[src/rtl/seg7_scroll_ctrl_if.sv]
// Load/effect bundle between a display client and seg7_scroll_ctrl.
// The client drives data, mode and blank mask; the controller returns ack, tick and segments.
`timescale 1ns/1ps
interface seg7_scroll_ctrl_if #(
   parameter int NUM_DIG = 8
);
   logic                   iLOAD;
   logic [4*NUM_DIG-1:0]   iDATA;
   logic [1:0]             iMODE;
   logic [NUM_DIG-1:0]     iBLANK;
   logic                   oACK;
   logic                   oTICK;
   logic [7*NUM_DIG-1:0]   oSEG;

   modport master (
      output iLOAD, iDATA, iMODE, iBLANK,
      input  oACK, oTICK, oSEG
   );

   modport slave (
      input  iLOAD, iDATA, iMODE, iBLANK,
      output oACK, oTICK, oSEG
   );
endinterface

[src/rtl/seg7_scroll_ctrl.sv]
// Multi-digit 7-segment controller with static, scroll, blink and count
// effects stepped by a prescaled tick; segment outputs are active-low.
`timescale 1ns/1ps
module seg7_scroll_ctrl #(
   parameter int NUM_DIG  = 8,
   parameter int TICK_DIV = 12500000
) (
   input logic              iCLK,
   input logic              iRST_N,
   seg7_scroll_ctrl_if.slave bus
);

   localparam int CW = (TICK_DIV > 2) ? $clog2(TICK_DIV) : 1;
   localparam logic [CW-1:0] LAST = CW'(TICK_DIV - 1);
   localparam int BW = 4 * NUM_DIG;
   localparam int SW = 7 * NUM_DIG;

   typedef enum logic [1:0] {
      M_STATIC = 2'b00,
      M_SCROLL = 2'b01,
      M_BLINK  = 2'b10,
      M_COUNT  = 2'b11
   } mode_e;

   mode_e          mode;
   mode_e          mode_q;
   logic [CW-1:0]  cnt;
   logic [CW-1:0]  cnt_n;
   logic [BW-1:0]  buffer;
   logic [BW-1:0]  buf_n;
   logic           phase;
   logic           phase_n;
   logic           tick;
   logic           ack_q;
   logic           tick_q;
   logic [SW-1:0]  seg_q;
   logic [SW-1:0]  seg_n;
   logic           mode_chg;
   logic           dark;

   assign mode     = mode_e'(bus.iMODE);
   assign tick     = (cnt == LAST);
   assign mode_chg = (mode != mode_q);
   assign dark     = (mode == M_BLINK) && !phase;

   function automatic logic [6:0] hex7(input logic [3:0] v);
      logic [6:0] s;
      case (v)
         4'h0: s = 7'h40;
         4'h1: s = 7'h79;
         4'h2: s = 7'h24;
         4'h3: s = 7'h30;
         4'h4: s = 7'h19;
         4'h5: s = 7'h12;
         4'h6: s = 7'h02;
         4'h7: s = 7'h78;
         4'h8: s = 7'h00;
         4'h9: s = 7'h10;
         4'hA: s = 7'h08;
         4'hB: s = 7'h03;
         4'hC: s = 7'h46;
         4'hD: s = 7'h21;
         4'hE: s = 7'h06;
         default: s = 7'h0E;
      endcase
      return s;
   endfunction

   // Digit k takes digit k-1; digit 0 wraps from the top digit.
   function automatic logic [BW-1:0] rotate(input logic [BW-1:0] v);
      logic [BW-1:0] r;
      r = '0;
      for (int k = 0; k < NUM_DIG; k++) begin
         r[4*k +: 4] = v[4*((k + NUM_DIG - 1) % NUM_DIG) +: 4];
      end
      return r;
   endfunction

   always_comb begin
      cnt_n   = tick ? '0 : cnt + 1'b1;
      buf_n   = buffer;
      phase_n = phase;
      if (mode_chg) begin
         phase_n = 1'b1;
      end
      if (tick) begin
         unique case (mode)
            M_SCROLL: buf_n = rotate(buffer);
            M_BLINK:  phase_n = mode_chg ? 1'b1 : ~phase;
            M_COUNT:  buf_n = buffer + 1'b1;
            default:  buf_n = buffer;
         endcase
      end
      // A load overrides any tick effect on the same edge.
      if (bus.iLOAD) begin
         cnt_n   = '0;
         buf_n   = bus.iDATA;
         phase_n = 1'b1;
      end
   end

   always_comb begin
      seg_n = '1;
      for (int k = 0; k < NUM_DIG; k++) begin
         if (bus.iBLANK[k] || dark) begin
            seg_n[7*k +: 7] = 7'h7F;
         end else begin
            seg_n[7*k +: 7] = hex7(buffer[4*k +: 4]);
         end
      end
   end

   always_ff @(posedge iCLK or negedge iRST_N) begin
      if (!iRST_N) begin
         cnt    <= '0;
         buffer <= '0;
         phase  <= 1'b1;
         mode_q <= M_STATIC;
         ack_q  <= 1'b0;
         tick_q <= 1'b0;
         seg_q  <= '1;
      end else begin
         cnt    <= cnt_n;
         buffer <= buf_n;
         phase  <= phase_n;
         mode_q <= mode;
         ack_q  <= bus.iLOAD;
         tick_q <= tick;
         seg_q  <= seg_n;
      end
   end

   assign bus.oACK  = ack_q;
   assign bus.oTICK = tick_q;
   assign bus.oSEG  = seg_q;

endmodule

[src/flat_wrapper.sv]
// flat-port wrapper written by rule: the top's interface ports become plain ports
module seg7_scroll_ctrl_flat 
#(
   parameter int NUM_DIG  = 8,
   parameter int TICK_DIV = 12500000
)
  (iCLK, iRST_N, bus_iLOAD, bus_iDATA, bus_iMODE, bus_iBLANK, bus_oACK, bus_oTICK, bus_oSEG);
  seg7_scroll_ctrl_if #(.NUM_DIG(NUM_DIG)) bus_i ();
  input logic iCLK;
  input logic iRST_N;
  input wire logic [$bits(bus_i.iLOAD)-1:0] bus_iLOAD;
  input wire logic [$bits(bus_i.iDATA)-1:0] bus_iDATA;
  input wire logic [$bits(bus_i.iMODE)-1:0] bus_iMODE;
  input wire logic [$bits(bus_i.iBLANK)-1:0] bus_iBLANK;
  output wire logic [$bits(bus_i.oACK)-1:0] bus_oACK;
  output wire logic [$bits(bus_i.oTICK)-1:0] bus_oTICK;
  output wire logic [$bits(bus_i.oSEG)-1:0] bus_oSEG;
  assign bus_i.iLOAD = bus_iLOAD;
  assign bus_i.iDATA = bus_iDATA;
  assign bus_i.iMODE = bus_iMODE;
  assign bus_i.iBLANK = bus_iBLANK;
  assign bus_oACK = bus_i.oACK;
  assign bus_oTICK = bus_i.oTICK;
  assign bus_oSEG = bus_i.oSEG;
  seg7_scroll_ctrl #(.NUM_DIG(NUM_DIG), .TICK_DIV(TICK_DIV)) u_core (.iCLK(iCLK), .iRST_N(iRST_N), .bus(bus_i));
endmodule
[config.mk]
export PLATFORM = sky130hd
export DESIGN_NAME = seg7_scroll_ctrl_flat
export DESIGN_NICKNAME = d
export VERILOG_FILES = /design/src/rtl/seg7_scroll_ctrl_if.sv /design/src/rtl/seg7_scroll_ctrl.sv /design/src/flat_wrapper.sv
export SDC_FILE = /design/constraint.sdc
export NUM_CORES = 1
export LEC_CHECK = 0
export ABC_CLOCK_PERIOD_IN_PS = 3850
export BUFFER_PORTS_ARGS = -buffer_cell sky130_fd_sc_hd__buf_2
export CORE_MARGIN = 10
export CORE_UTILIZATION = 40
export CTS_BUF_LIST = sky130_fd_sc_hd__clkbuf_8
export DETAILED_ROUTE_END_ITERATION = 6
export PLACE_DENSITY_LB_ADDON = 0.15
export SLEW_MARGIN = 20
export SYNTH_ARGS = -nofsm -noshare
export SYNTH_HDL_FRONTEND = slang
export SYNTH_SLANG_ARGS = --single-unit
[constraint.sdc]
create_clock -name iCLK -period 3.85 [get_ports iCLK]
set_input_delay 0.1925 -clock iCLK [delete_from_list [all_inputs] [get_ports iCLK]]
set_output_delay 0.1925 -clock iCLK [all_outputs]
set_load 0.005 [all_outputs]
# Word level (Yosys, flattened, before mapping)
# Memory sizes are Yosys's and may differ from the RTL's.
# Cells that the tools add are included.
[totals] mem_count=8 latch_bits=0 register_bits=117 rom_bits=896 mem_bits_rw=0
[classes] n_shift=0 addsub=2 n_eq_ne=5 reduce_logical=13 bitwise=1 div_mod_pow=0 mux=18 n_lt_le_gt_ge=0 multipliers=0
[mem_list] name="(no name shown)" depth=16 width=7 rd=1 rd_ports_with_merged_regs=0 write_ports=0 line_no="seg7_scroll_ctrl.sv:48" source="case (v)"
[mem_list] name="(no name shown)" depth=16 width=7 rd=1 rd_ports_with_merged_regs=0 write_ports=0 line_no="seg7_scroll_ctrl.sv:48"
[mem_list] name="(no name shown)" depth=16 width=7 rd=1 rd_ports_with_merged_regs=0 write_ports=0 line_no="seg7_scroll_ctrl.sv:48"
[mem_list] name="(no name shown)" depth=16 width=7 rd=1 rd_ports_with_merged_regs=0 write_ports=0 line_no="seg7_scroll_ctrl.sv:48"
[mem_list] name="(no name shown)" depth=16 width=7 rd=1 rd_ports_with_merged_regs=0 write_ports=0 line_no="seg7_scroll_ctrl.sv:48"
[mem_list] name="(no name shown)" depth=16 width=7 rd=1 rd_ports_with_merged_regs=0 write_ports=0 line_no="seg7_scroll_ctrl.sv:48"
[mem_list] name="2 more memories"
[op_table] operator="$mux W32" count=2
[op_table] operator="$pmux W32 S2" count=1
[op_table] operator="$mux W7" count=8
[op_table] operator="$mux W24" count=2
[op_table] operator="$add A32 B1 Y32 const B" count=1
[op_table] operator="$add A24 B1 Y24 const B" count=1
[op_table] operator="$eq A24 B24 Y1 const B" count=1
[op_table] operator="$logic_or A1 B1 Y1" count=8
[op_table] operator="$mux W1" count=5
[op_table] operator="$eq A2 B2 Y1 const B" count=2
[op_table] operator="$reduce_bool A3 Y1" count=1
[op_table] operator="$eq A2 B1 Y1 const B" count=1
[op_table] operator="$ne A2 B2 Y1" count=1
[op_table] operator="$reduce_and A2 Y1" count=1
[op_table] operator="$reduce_bool A2 Y1" count=1
[op_table] operator="$logic_and A1 B1 Y1" count=1
[op_table] operator="$logic_not A1 Y1" count=1
[op_table] operator="$not A1 Y1" count=1

# Logic depth before layout (Yosys ltp)
# Gate-level depths: netlist (run 1).
[depth] depth_word=5 ltp_mapped=8 mapped_depth_nobuf=6

# Worst setup path after synthesis (run 1)
# OpenSTA, ideal clock, no wires.
[synth_timing] kind="register to register" start="register u_core.buffer[1]" end="register u_core.buffer[24]" setup_time_ps=96 arrival_ps=2156 path_slack_ps=1598 required_ps=3754 path_stages_with_launch=8 path_buffers=1 cell_sequence="dfrtp_1 ha_1 nand4_2 or4_1 buf_2 o31a_1 o21a_1 o31ai_1"
[synth_between] elab_chain_len=4
[synth_rtl] element="start: declaration" line_no="seg7_scroll_ctrl.sv:29" source="logic [BW-1:0] buffer;"
[synth_rtl] element="start signal: assignment" line_no="seg7_scroll_ctrl.sv:124" source="buffer <= buf_n;"
[synth_rtl] element="$add A32 B1 Y32" line_no="seg7_scroll_ctrl.sv:90" source="M_COUNT: buf_n = buffer + 1'b1;"
[synth_rtl] element="$pmux W32 S2" line_no="seg7_scroll_ctrl.sv:87" source="unique case (mode)"
[synth_rtl] element="$mux W32" line_no="seg7_scroll_ctrl.sv:86" source="if (tick) begin"
[synth_rtl] element="$mux W32" line_no="seg7_scroll_ctrl.sv:95" source="if (bus.iLOAD) begin"
# No other way between the ends. The select of a mux whose other input is x is not followed.
# A chain may end at the register's enable or synchronous reset.

# Final worst setup path (run 1)
[layout_timing] start="register u_core.buffer[1]" end="register u_core.buffer[30]"
# The elaborated chain is that of the path after synthesis.

==> flow_summary.json, run 1 <==
{
  "synth-compound-area-share": 0.192,
  "dr.pass1.iters": 5,
  "fin_crit_ns": 2.77,
  "tightest_slew_ns": 1.01,
  "fin_setup_tns_ns": 0,
  "cts_max_level": 4,
  "syn_inst": 821,
  "routedWlPerCell_um": 19.1,
  "die_area_mm2": 0.0249,
  "power_leakage_nw": 3.71,
  "drive_above_1_share": 0.237,
  "crit_fanout": 10,
  "postRouteAntennaNets": 0,
  "fin_nets": 1018,
  "clkTransAtPathRegs_ns": 0.09,
  "syn_area_mm2": 0.00758,
  "synth-simple-area-share": 0.205,
  "hold_path.class": "in -> reg",
  "synth_edf_count": 0,
  "peakVddDrop_mv": 0.213,
  "crit_required_ns": 4.17,
  "synthXorXnorAreaFrac": 0.0335,
  "start_util": 0.405,
  "row_count": 50,
  "p_total_w": 0.00329,
  "cts_sinks": 117,
  "place_congestion": 0.873,
  "p_sw_frac": 0.311,
  "grt_pass1_wl_mm": 35.8,
  "cpLargestDelayFamily": "simple AND/OR/NAND/NOR gates",
  "synth_top_family_by_area": "simple AND/OR/NAND/NOR gates",
  "synth_seq_cells": 117,
  "fin_crit_sh": 0.720,
  "arrival_ns": 3.09,
  "path_buf_inv": 0,
  "gr-usage-all-layers": 0.180,
  "synthMuxAreaShare": 0.0460,
  "status": "finished, final reports clean",
  "clkPwrFrac": 0.341,
  "cts_buffers": 17,
  "skew_ns": 0.0193,
  "crit_path_top_delay_cell": "nor4_2",
  "viasPerCell": 5.73,
  "portBuffers": 102,
  "slowest_delay_ns": 0.92,
  "cts_resized": 0,
  "power.density_mw_per_mm2": 370,
  "power.switching_w": 0.00102,
  "ios": 103,
  "drtIter0Drc": 651,
  "drv_slew": 0,
  "yosysWarningCount": 0,
  "vias": 6714,
  "hpwlAfterDp_mm": 15.5,
  "die_h_um": 158,
  "p_comb_frac": 0.199,
  "maxCapViolations": 0,
  "slew_headroom": 0.323,
  "start_kind": "register",
  "antenna_found_initial": 0,
  "synthFlopType": "dfrtp_1",
  "first_global_vias": 6460,
  "syn_nets": 915,
  "drc_errors": 0,
  "root_buffer": "clkbuf_8",
  "numPlacedInstances": 1119,
  "synthAdderAreaFrac": 0.0809,
  "cts_tree": "yes",
  "critPathKind": "reg -> reg",
  "wirelength_mm": 22.4,
  "stdcell_count": 1171,
  "ys_types": 69,
  "finalHoldViolations": 0,
  "clockBufferDepth": 2,
  "area_growth_pct": 17.2,
  "seq_area_frac_synth": 0.396,
  "fp.dieW_um": 158,
  "clock_latency_ns": 0.46,
  "grt_overflow": 0,
  "setup_violations": 0,
  "grt_max_degree": 71,
  "core_area_mm2": 0.0187,
  "synthArstFlopShare": 1.00,
  "max_freq_mhz": 361,
  "rsz0062_at_grt": "false",
  "crit_path_end_kind": "register",
  "crit_path_cell_trace": "ha_1 > nand4_2 > nor4_2 > a41oi_1 > a311oi_1 > a2bb2oi_1",
  "internal_power_w": 0.00226,
  "num_antenna_cells": 0,
  "pwr-share-seq": 0.460,
  "postSynthAreaPerCell_um2": 9.23
}
## state kept, by name, summed over array words and instances (netlist names)
name,count
u_core.bus.oTICK,1
u_core.mode_q,2
u_core.bus.oACK,1
u_core.bus.oSEG,56
u_core.phase,1
u_core.buffer,32
u_core.cnt,24
## kinds of logic after synthesis
| kind of cell | after synthesis |
|---|---|
| AO/OA/AOI/OAI | 205 |
| XOR/XNOR | 29 |
| adder cells (fa/ha/maj) | 49 |
| buffers and inverters | 93 |
| flip-flops | 117 |
| multiplexers | 27 |
| AND/OR/NAND/NOR | 301 |
## layout by cell type (no fill, tap or decap), types with 18 or more instances in the layout
master         netlist  routed
inv_1               40      43
dfrtp_1             60      60
mux2i_1             18      18
nor3_1              20      19
nor2_1              75      75
o21ai_0             33      33
buf_2                6     101
dfstp_2             57      57
ha_1                49      49
clkbuf_8             0      19
nand3_1             28      28
nand2_1             81      81
a21oi_1             27      27
o211ai_1            38      38
dlygate4sd3_1        0      20
## Yosys cell counts, drive strengths merged, types with 12 or more instances
library cell | instances | area, um^2
a21oi | 27 | 135
buf | 13 | 56.3
clkbuf | 39 | 146
dfrtp | 60 | 1500
dfstp | 57 | 1500
ha | 49 | 613
inv | 40 | 150
mux2i | 18 | 180
nand2 | 82 | 310
nand2b | 12 | 75.1
nand3 | 29 | 150
nor2 | 75 | 282
nor3 | 20 | 100
o211ai | 38 | 285
o21ai | 34 | 170
o311ai | 16 | 140
or3 | 13 | 81.3
xnor2 | 17 | 149
xor2 | 12 | 105
## layer usage
metal  up-vias  global-route usage  wire length (um)
li1       3211                   -                 -
met1      3267               0.255             10800
met2       207               0.272              9900
met3        29              0.0372              1280
met4         0              0.0503               340
met5         -                   0                 0
## worst register-to-register path, delay by kind of cell (launching register included)
kind / cells / cell delay, ns
flops: 1 / 0.52
compound gates: 3 / 0.64
simple gates: 2 / 1.14
fa+ha+maj: 1 / 0.35
## cell type report
cell class | instances | area, um^2
fill | 1810 | 9820
clock inverter | 13 | 116
multi-input combinational | 611 | 4230
sequential | 117 | 3000
tap | 234 | 293
timing repair buffer | 136 | 831
clock buffer | 19 | 262
inverter | 41 | 154
## power groups by stage
stage | Sequential, W | Clock [W] | Combinational, W
2_1_floorplan | 0.00147 | 0 | 0.000438
3_3_place_gp | 0.00153 | 0 | 0.000641
3_5_place_dp | 0.00153 | 0 | 0.000639
4_1_cts | 0.00151 | 0.00115 | 0.000660
5_1_grt | 0.00153 | 0.00120 | 0.000736
6_report | 0.00151 | 0.00112 | 0.000655
## through the flow
stage / hold WS (ns) / area, um^2 / utilization / setup WS (ns)
5_1_grt: 0.00179 / 8880 / 0.475 / 0.959
2_1_floorplan: -0.103 / 7580 / - / 1.60
3_3_place_gp: 0.391 / 8310 / 0.444 / 1.25
4_1_cts: 0.00545 / 8880 / 0.475 / 1.14
3_5_place_dp: 0.391 / 8310 / 0.444 / 1.18
6_report: 0.0253 / 8880 / 0.475 / 1.08
## final timing paths
check / from / end / slack, ns / cells after the start
worst min register to register: u_core.cnt[0]$_DFF_PN0_ / u_core.cnt[0]$_DFF_PN0_ / 0.50 / 1
worst min-delay path: bus_iDATA[22] / u_core.buffer[22]$_DFFE_PN0P_ / 0.03 / 3
worst max-delay path: u_core.buffer[1]$_DFFE_PN0P_ / u_core.buffer[30]$_DFFE_PN0P_ / 1.08 / 6
min in group asynchronous: iRST_N / u_core.buffer[19]$_DFFE_PN0P_ / 0.44 / 2
max in group asynchronous: iRST_N / u_core.bus.oSEG[2]$_DFF_PN1_ / 2.62 / 3
worst max register to register: u_core.buffer[1]$_DFFE_PN0P_ / u_core.buffer[30]$_DFFE_PN0P_ / 1.08 / 6
## repair_timing
action                                 CTS  global route
endpoints found under the hold margin   49             0
buffers inserted                         0             0
hold buffers                            20             0
Power figures use the tool's default switching activity.
==> run 2: changes to the inputs <==
ABC_CLOCK_PERIOD_IN_PS = 2200   (was 3850)
clock period = 2.2 ns   (was 3.85 ns; I/O delays follow)
==> run 2 against run 1 <==
  * Critical endpoint is now u_core.phase$_DFF_PN1_
  * Sequential share of layout area is 2.3 points lower
  * Register-to-register slack got worse by 0.93 ns
  * Clock power is 79% higher
==> flow_summary.json, run 2 (same netlist as run 1, synthesis figures left out) <==
{
  "start_kind": "register",
  "num_antenna_cells": 0,
  "dr.pass1.iters": 6,
  "fin_nets": 1093,
  "wirelength_mm": 22.6,
  "crit_fanout": 7,
  "die_h_um": 158,
  "most-common-layout-cells": "buf_2, nand2_1, nor2_1",
  "viasPerCell": 5.58,
  "rr_startpoint": "u_core.cnt[5]$_DFF_PN0_",
  "r2r-end": "u_core.phase$_DFF_PN1_",
  "drc_errors": 0,
  "fin_crit_ns": 2.05,
  "setup_violations": 0,
  "clockBufferDepth": 2,
  "power_leakage_nw": 4.08,
  "fillers": 1748,
  "crit_required_ns": 2.59,
  "antenna_found_initial": 0,
  "min_path_cells": 4,
  "power.switching_w": 0.00178,
  "power.density_mw_per_mm2": 620,
  "fin_crit_sh": 0.933,
  "layout_commonest_cell": "buf_2",
  "postRouteAntennaNets": 0,
  "hpwlAfterDp_mm": 16.5,
  "routedWlPerCell_um": 18.1,
  "drv_slew": 0,
  "rsz0062_at_grt": "false",
  "cts_sinks": 117,
  "slew_headroom": 0.598,
  "skew_ns": 0.0119,
  "portBuffers": 102,
  "pwr-share-seq": 0.430,
  "r2r_slack_ns": 0.15,
  "status": "finished, final reports clean",
  "first_global_vias": 6962,
  "area_growth_pct": 25.9,
  "grt_pass1_wl_mm": 37.1,
  "hold-path-endpoint": "u_core.buffer[24]$_DFFE_PN0P_",
  "gr-usage-all-layers": 0.186,
  "finalHoldViolations": 0,
  "drive_above_1_share": 0.284,
  "post_cts_buffers": 0,
  "row_count": 50,
  "r2r_cells": 5,
  "tightest_slew_ns": 0.603,
  "clkPwrFrac": 0.341,
  "cts_buffers": 17,
  "drtIter0Drc": 400,
  "hold_path.class": "in -> reg",
  "final_util": 0.510,
  "arrival_ns": 2.44,
  "clkTransAtPathRegs_ns": 0.08,
  "multi_input_area_mm2": 0.00425,
  "grt_max_degree": 58,
  "internal_power_w": 0.00413,
  "register_area_mm2": 0.00300,
  "maxCapViolations": 0,
  "critPathKind": "reg -> reg",
  "vias": 6952,
  "fin_setup_tns_ns": 0,
  "die_area_mm2": 0.0249,
  "peakVddDrop_mv": 0.363,
  "largest_register_ffs": 56,
  "core_area_mm2": 0.0187,
  "hp-start": "bus_iDATA[24]",
  "ios": 103,
  "max_freq_mhz": 487,
  "root_buffer": "clkbuf_8",
  "crit_path_end_kind": "register",
  "clock_latency_ns": 0.45,
  "grt_overflow": 0,
  "fp.dieW_um": 158,
  "crit_start": "u_core.cnt[5]$_DFF_PN0_",
  "p_sw_frac": 0.301,
  "place_congestion": 0.900,
  "p_total_w": 0.00592,
  "p_comb_frac": 0.230,
  "cts_tree": "yes",
  "start_util": 0.405,
  "cts_max_level": 4
}
[run 2: cell count changes in the layout (fill, tap and decap cells not counted), sizes merged]
| cell | before | now |
|---|---|---|
| clkinv | 7 | 6 |
| dlygate4sd3 | 20 | 36 |
| clkbuf | 19 | 21 |
| inv | 43 | 42 |
| buf | 116 | 175 |
[run 2: metrics by stage]
| stage | hold WS, ns | setup slack [ns] | cells | area, um^2 |
|---|---|---|---|---|
| 6_report | 0.0242 | 0.147 | 1246 | 9550 |
| 5_1_grt | 0.0114 | 0.00195 | 1246 | 9550 |
| 4_1_cts | 0.00342 | 0.0680 | 1246 | 9540 |
| 3_5_place_dp | 0.138 | 0.101 | 1178 | 8780 |
| 3_3_place_gp | 0.132 | 0.0958 | 1178 | 8780 |
| 2_1_floorplan | -0.186 | 0.0101 | 821 | 7580 |
[run 2: what timing repair did]
action | CTS | global route
endpoints found under the setup margin | 0 | 6
hold endpoints to repair | 102 | 0
hold buffers | 36 | 0
resized for setup | 0 | 3
[run 2: metal layers]
metal  GRT usage  vias to the layer above  wire [um]
li1            -                     3359          -
met1       0.244                     3367      10000
met2       0.305                      200      11000
met3      0.0353                       26       1130
met4      0.0574                        0        361
met5           0                        -          0
[run 2: how the worst max path moves through the flow]
stage | slack (ns) | endpoint | depth (start not counted)
global placement | 0.1 | u_core.buffer[3]$_DFFE_PN0P_ | 7
detailed placement | 0.10 | u_core.buffer[24]$_DFFE_PN0P_ | 6
CTS | 0.07 | u_core.buffer[24]$_DFFE_PN0P_ | 6
floorplan | 0.01 | u_core.buffer[24]$_DFFE_PN0P_ | 7
global route | 0.002 | u_core.buffer[23]$_DFFE_PN0P_ | 6
finish | 0.15 | u_core.phase$_DFF_PN1_ | 5
[run 2: layout make-up]
| cell class | count | area share |
|---|---|---|
| timing repair buffer | 211 | 0.153 |
| multi-input combinational | 611 | 0.445 |
| tap | 234 | 0.0307 |
| sequential | 117 | 0.314 |
| clock inverter | 11 | 0.0113 |
| clock buffer | 21 | 0.0303 |
| inverter | 41 | 0.0161 |
[run 2: critical path, stage by stage (launching register included)]
cell     delay (ns)
dfrtp_1        0.48
nor4b_4        0.36
nand4_4        0.13
o31a_1         0.28
or4_1          0.46
a211o_1        0.30
[run 2: power by group through the flow]
stage / Clock [W] / Sequential, W / Combinational (W)
finish: 0.00201 / 0.00254 / 0.00136
detailed placement: 0 / 0.00258 / 0.00132
global placement: 0 / 0.00257 / 0.00131
floorplan: 0 / 0.00257 / 0.000767
global route: 0.00217 / 0.00257 / 0.00153
CTS: 0.00208 / 0.00254 / 0.00137
